File: src/rtl/fpu_ss_pkg.sv
// Shared definitions for the FP subsystem writeback path: the default
// starvation bound, the writeback request record and a one-hot helper.
package fpu_ss_pkg;

  // Default maximum number of consecutive cycles a waiting LSU result
  // may lose arbitration before it is forced through.
  localparam int unsigned MaxStallDefault = 4;

  // Number of architectural FP registers and hazard-check operand ports.
  localparam int unsigned NumRegs = 32;
  localparam int unsigned NumChk  = 3;

  // One register-file write: destination and data.
  typedef struct packed {
    logic [4:0]  rd;
    logic [31:0] wdata;
  } wb_req_t;

  // One-hot register mask, all zero when the enable is low.
  function automatic logic [NumRegs-1:0] reg_mask(input logic en, input logic [4:0] idx);
    logic [NumRegs-1:0] mask;
    mask = '0;
    if (en) mask[idx] = 1'b1;
    return mask;
  endfunction

endpackage

File: src/rtl/fpu_ss_scoreboard.sv
// Pending-write scoreboard for the FP register file. One bit per register:
// set when an instruction with that destination issues, cleared when the
// write to that register commits. Also answers operand hazard queries.
module fpu_ss_scoreboard
  import fpu_ss_pkg::*;
#(
  parameter int unsigned NumChkPorts = NumChk
) (
  input  logic                         clk_i,
  input  logic                         rst_ni,
  input  logic                         set_en_i,
  input  logic [4:0]                   set_addr_i,
  input  logic                         clr_en_i,
  input  logic [4:0]                   clr_addr_i,
  input  logic [NumChkPorts-1:0][4:0]  chk_addr_i,
  output logic [NumChkPorts-1:0]       chk_busy_o,
  output logic [NumRegs-1:0]           pending_o
);

  logic [NumRegs-1:0] pending_q;
  logic [NumRegs-1:0] pending_d;

  // Next scoreboard value: clear first, then set, so a clear and a set of
  // different registers in the same cycle both land, and a new issue to a
  // register that is simultaneously being written stays pending.
  always_comb begin
    pending_d = (pending_q & ~reg_mask(clr_en_i, clr_addr_i)) | reg_mask(set_en_i, set_addr_i);
  end

  // Scoreboard register with asynchronous active-low reset.
  always_ff @(posedge clk_i or negedge rst_ni) begin
    if (!rst_ni) begin
      pending_q <= '0;
    end else begin
      pending_q <= pending_d;
    end
  end

  // Per-operand hazard lookup straight from the registered state.
  always_comb begin
    chk_busy_o = '0;
    for (int i = 0; i < int'(NumChkPorts); i++) begin
      chk_busy_o[i] = pending_q[chk_addr_i[i]];
    end
  end

  assign pending_o = pending_q;

endmodule

File: src/rtl/fpu_ss_wb_arbiter.sv
// FP register-file writeback arbiter. Two result producers (FPU and LSU)
// compete for a single write port; the FPU wins by default and the LSU is
// forced through after MaxStall consecutive lost cycles. The winner is
// registered and written one cycle later. A scoreboard tracks registers
// with writes outstanding, stalling WAW issues and flagging operand hazards.
//
// Handshake: every channel transfers in a cycle where valid and ready are
// both high. A requester holds valid and its payload stable until accepted.
// fpu_ready_o/lsu_ready_o depend only on the valids and the stall counter,
// never on the payload; issue_ready_o depends on the scoreboard bit of the
// issuing destination (WAW check). At most one result ready is high.
module fpu_ss_wb_arbiter
  import fpu_ss_pkg::*;
#(
  parameter int unsigned MaxStall = MaxStallDefault
) (
  input  logic                   clk_i,
  input  logic                   rst_ni,
  input  logic                   issue_valid_i,
  input  logic [4:0]             issue_rd_i,
  output logic                   issue_ready_o,
  input  logic                   fpu_valid_i,
  input  logic [4:0]             fpu_rd_i,
  input  logic [31:0]            fpu_wdata_i,
  output logic                   fpu_ready_o,
  input  logic                   lsu_valid_i,
  input  logic [4:0]             lsu_rd_i,
  input  logic [31:0]            lsu_wdata_i,
  output logic                   lsu_ready_o,
  output logic                   rf_we_o,
  output logic [4:0]             rf_waddr_o,
  output logic [31:0]            rf_wdata_o,
  input  logic [NumChk-1:0][4:0] chk_raddr_i,
  output logic [NumChk-1:0]      chk_busy_o,
  output logic [NumRegs-1:0]     pending_o
);

  // Counter wide enough to hold MaxStall (at least one bit).
  localparam int unsigned CntW = (MaxStall > 0) ? $clog2(MaxStall + 1) : 1;
  localparam logic [CntW-1:0] StallLimit = CntW'(MaxStall);

  logic [CntW-1:0] stall_q;
  logic [CntW-1:0] stall_d;
  logic            lsu_grant;
  logic            fpu_grant;
  logic            issue_hs;
  wb_req_t         sel_req;
  wb_req_t         wb_q;
  logic            rf_we_q;

  // Arbitration: LSU wins when it is alone or has been starved long enough.
  always_comb begin
    lsu_grant = lsu_valid_i && (!fpu_valid_i || (stall_q == StallLimit));
    fpu_grant = fpu_valid_i && !lsu_grant;
  end

  assign fpu_ready_o = fpu_grant;
  assign lsu_ready_o = lsu_grant;

  // Starvation counter: counts consecutive lost cycles of a waiting LSU
  // result, saturating at the limit; idle or granted clears it.
  always_comb begin
    stall_d = stall_q;
    if (!lsu_valid_i || lsu_grant) begin
      stall_d = '0;
    end else if (stall_q != StallLimit) begin
      stall_d = stall_q + CntW'(1);
    end
  end

  // Starvation counter register.
  always_ff @(posedge clk_i or negedge rst_ni) begin
    if (!rst_ni) begin
      stall_q <= '0;
    end else begin
      stall_q <= stall_d;
    end
  end

  // Payload of whichever producer holds the grant this cycle.
  always_comb begin
    sel_req = '0;
    if (lsu_grant) begin
      sel_req.rd    = lsu_rd_i;
      sel_req.wdata = lsu_wdata_i;
    end else begin
      sel_req.rd    = fpu_rd_i;
      sel_req.wdata = fpu_wdata_i;
    end
  end

  // Writeback register: one write per cycle, one cycle after the handshake.
  // Reset drops any write in flight.
  always_ff @(posedge clk_i or negedge rst_ni) begin
    if (!rst_ni) begin
      rf_we_q <= 1'b0;
      wb_q    <= '0;
    end else begin
      rf_we_q <= fpu_grant || lsu_grant;
      if (fpu_grant || lsu_grant) begin
        wb_q <= sel_req;
      end
    end
  end

  assign rf_we_o    = rf_we_q;
  assign rf_waddr_o = wb_q.rd;
  assign rf_wdata_o = wb_q.wdata;

  // Issue is refused while a write to the same destination is outstanding.
  assign issue_ready_o = ~pending_o[issue_rd_i];
  assign issue_hs      = issue_valid_i && issue_ready_o;

  fpu_ss_scoreboard #(
    .NumChkPorts (NumChk)
  ) u_scoreboard (
    .clk_i      (clk_i),
    .rst_ni     (rst_ni),
    .set_en_i   (issue_hs),
    .set_addr_i (issue_rd_i),
    .clr_en_i   (rf_we_q),
    .clr_addr_i (wb_q.rd),
    .chk_addr_i (chk_raddr_i),
    .chk_busy_o (chk_busy_o),
    .pending_o  (pending_o)
  );

endmodule

File: config.mk
export PLATFORM = sky130hd
export DESIGN_NAME = fpu_ss_wb_arbiter
export DESIGN_NICKNAME = d
export VERILOG_FILES = /design/src/rtl/fpu_ss_pkg.sv /design/src/rtl/fpu_ss_scoreboard.sv /design/src/rtl/fpu_ss_wb_arbiter.sv
export SDC_FILE = /design/constraint.sdc
export NUM_CORES = 1
export LEC_CHECK = 0
export ABC_AREA = 1
export ABC_CLOCK_PERIOD_IN_PS = 1800
export CAP_MARGIN = 5
export CORE_MARGIN = 4
export CORE_UTILIZATION = 47
export CTS_BUF_LIST = sky130_fd_sc_hd__clkbuf_2 sky130_fd_sc_hd__clkbuf_4 sky130_fd_sc_hd__clkbuf_8
export CTS_CLUSTER_DIAMETER = 100
export DETAILED_ROUTE_END_ITERATION = 10
export PLACE_DENSITY = 0.91
export SLEW_MARGIN = 0
export SYNTH_ARGS = -nofsm -noshare
export SYNTH_HDL_FRONTEND = slang
export SYNTH_SLANG_ARGS = --single-unit
export TNS_END_PERCENT = 10
File: constraint.sdc
create_clock -name clk_i -period 1.8 [get_ports clk_i]
set_clock_uncertainty 0.1 [all_clocks]
set_input_delay 0.18 -clock clk_i [delete_from_list [all_inputs] [get_ports clk_i]]
set_output_delay 0.18 -clock clk_i [all_outputs]
set_load 0.02 [all_outputs]
==> results.sh <==
export IMPL_synth_most_common_cell="nand2_1"
export IMPL_worst_pin_slew_ns=0.578
export IMPL_route_detailed_drc=0
export IMPL_nets=1068
export IMPL_nFillCells=638
export IMPL_synth_cell_types=26
export IMPL_cpPeakStageDelay_ns=0.43
export IMPL_path_delay_family="compound AO/OA/AOI/OAI gates"
export IMPL_setup_viol=5
export IMPL_cts_made_buffers=9
export IMPL_crit_top_cell="nand2_2"
export IMPL_yosysWarningCount=0
export IMPL_first_iter_violations=650
export IMPL_power_density_nw_per_um2=1110
export IMPL_pre_cts_ws_ns=-0.697
export IMPL_fmax_mhz=512
export IMPL_final_util_pct=78.1
export IMPL_synthToLayoutAreaGrowth_pct=59.4
export IMPL_hold_ws_ns=0.269
export IMPL_hold_viol_final=0
export IMPL_io_buffers=174
export IMPL_synthCells=727
export IMPL_relSlewSlack_pct=61.5
export IMPL_violations="setup timing"
export IMPL_h_tree_depth=3
export IMPL_antenna_found_initial=1
export IMPL_clk_pin_slew_worst_paths_ns=0.08
export IMPL_synth_top_cells_by_area="dfrtp_1 (38%), nand2_1 (24%), nand3_1 (8.9%)"
export IMPL_netlist_area_um2=4860
export IMPL_pin_count=175
export IMPL_drive_gt1_share_pct=21.4
export IMPL_rsz0062_at_grt="yes"
export IMPL_fp_row_count=36
export IMPL_report_final_slew_viol_count=0
export IMPL_crit_fanout=3
export IMPL_groute_usage_overall_pct=32.7
export IMPL_cp_end_kind="output pin"
export IMPL_p_leak_nw=3.61
export IMPL_synthesis_nets=828
export IMPL_overflow=0
export IMPL_critical_path_required_ns=1.52
export IMPL_cp_arrival_ns=1.67
export IMPL_dieArea_um2=12000
export IMPL_ys_top_cells_by_count="nand2_1 (307), nand3_1 (86), dfrtp_1 (73)"
export IMPL_slowest_stage="dfrtp_1"
export IMPL_cts_root_buf="clkbuf_8"
export IMPL_synth_edf_count=0
export IMPL_finalCriticalPeriod_ns=1.95
export IMPL_die_width_um=110
export IMPL_rr_worst_depth=9
export IMPL_post_drt_wl_per_cell_um=17.9
export IMPL_cp_start_kind="flop"
export IMPL_cts_tree="built"
export IMPL_core_area_um2=9910
export IMPL_grt_max_degree=44
export IMPL_dp_hpwl_mm=13.7
export IMPL_vdd_drop_max_mv=0.662
export IMPL_dp_cells=1081
export IMPL_final_instance_count_excl_fill=1107
export IMPL_cts_num_sinks=73
export IMPL_cp_depth=8
export IMPL_vias=6420
export IMPL_drtAntennaViolNets=0
export IMPL_yosysTopAreaCell="dfrtp_1"
export IMPL_synth_seq_area_share_pct=37.6
export IMPL_place_congestion=0.987
export IMPL_worstPathCellList="buf_6, nand2_2, nand3_2, nand2_2, a21oi_2, o31ai_1, a21boi_1, buf_4"
export IMPL_synth_top_area_share_pct=37.6
export IMPL_path_class="flop to output pin"
export IMPL_fin_crit_sh_pct=109
export IMPL_initial_core_util_pct=49.0
export IMPL_maxCapViolCount=0
export IMPL_synth_seq_cells=73
export IMPL_clockBufferDepth=2
export IMPL_via_per_inst=5.80
export IMPL_timing_final_ws_setup_ns=-0.154
export IMPL_synth_flop_cell="dfrtp_1"
export IMPL_async_flop_share_pct=100
export IMPL_min_path_type="primary input to async pin"
export IMPL_grt_pass1_vias=6179
export IMPL_power_mw=8.56
export IMPL_insertion_delay_ns=0.36
export IMPL_path_buf_inv=2
export IMPL_syn_mean_instance_area_um2=6.68
export IMPL_status="finished with violations"
export IMPL_drt_wl_total_mm=19.8
export IMPL_grt_pass1_wl_mm=30.6
export IMPL_drtPass1Iterations=6
export IMPL_die_h_um=110
cells in the final DEF (no fill, tap or decap), types with 2 or more instances in the layout:
cell type	n
nand3_1	80
o21ai_0	35
buf_2	2
dlygate4sd2_1	12
nor2_2	2
inv_1	32
buf_12	6
nor2_4	3
nor2_1	38
nand2_2	20
nand3_2	6
clkinvlp_4	2
o211ai_1	32
nor3_2	7
nand2_1	291
nand4_1	34
inv_2	2
a21oi_1	6
o31ai_1	2
a21oi_2	4
inv_6	3
o221ai_1	5
buf_4	90
a21boi_1	2
diode_2	2
clkdlybuf4s50_1	130
dfrtp_2	26
ha_1	2
bufinv_16	2
dlymetal6s2s_1	9
nor3_1	3
buf_6	19
dfrtp_1	47
clkbuf_8	9
final cells by class:
cell class,count,area [µm²],share of cell area (%)
tap,133,166,2.15
sequential,73,1860,24.0
inverter,36,140,1.81
antenna,2,5.00,0.0647
timing repair buffer,270,2550,33.0
multi-input combinational,577,2790,36.1
clock buffer,9,124,1.60
clock inverter,7,101,1.31
kinds of logic (layout without fill, tap and decap cells):
logic type / count (synthesis) / after routing / share of synthesized area (%)
and+or+nand+nor: 486 / 486 / 42.4
AOI/OAI and AO/OA: 88 / 88 / 11.4
buffers and inverters: 77 / 322 / 7.86
adders and majority gates: 2 / 2 / 0.515
xor gates and xnor gates: 1 / 1 / 0.180
DFF: 73 / 73 / 37.6
other: 0 / 2 / 0
repair_timing:
action | 4_1_cts | 5_1_grt
endpoints found under the setup margin | 36 | 42
endpoints found under the hold margin | 22 | 0
hold buffers | 1 | 0
pin swaps | 6 | 7
setup buffers | 4 | 2
gates resized for setup | 115 | 34
cloned | 1 | 0
through the flow:
| step | TNS, ns | instance area [µm²] |
|---|---|---|
| floorplan | 0 | 4860 |
| global placement | -10.84 | 7260 |
| detailed placement | -12.63 | 7260 |
| CTS | -0.515 | 7680 |
| global route | -0.941 | 7740 |
| finish | -0.514 | 7740 |
power by group:
part	switching [mW]	internal (mW)
Sequential	0.744	2.12
Combinational	2.09	2.10
Clock	0.709	0.793
Total	3.55	5.02
metal layers:
layer	global-route usage, %	vias to the layer above	share of wire (%)
li1	-	2913	-
met1	35.6	2958	35
met2	56.8	460	48
met3	10.6	89	13
met4	16.7	0	5.0
met5	0	-	0
final timing paths:
path                                            from                          to  slack (ns)
min reg2reg                           rf_wdata_o[29]              rf_wdata_o[29]        0.41
min in group clk_i                   lsu_wdata_i[15]              rf_wdata_o[15]        0.29
max reg2reg                u_scoreboard.pending_o[3]  u_scoreboard.pending_o[13]        0.01
max                        u_scoreboard.pending_o[3]               chk_busy_o[0]       -0.15
min                                           rst_ni               rf_wdata_o[3]        0.27
max in group asynchronous                     rst_ni              rf_wdata_o[18]        0.70
sequential cells by signal, indices dropped and copies added, names as in the netlist:
register	count
rf_wdata_o	32
stall_q	3
u_scoreboard.pending_o	32
rf_waddr_o	5
rf_we_o	1
Note: power is estimated with default switching activity, not from simulation.
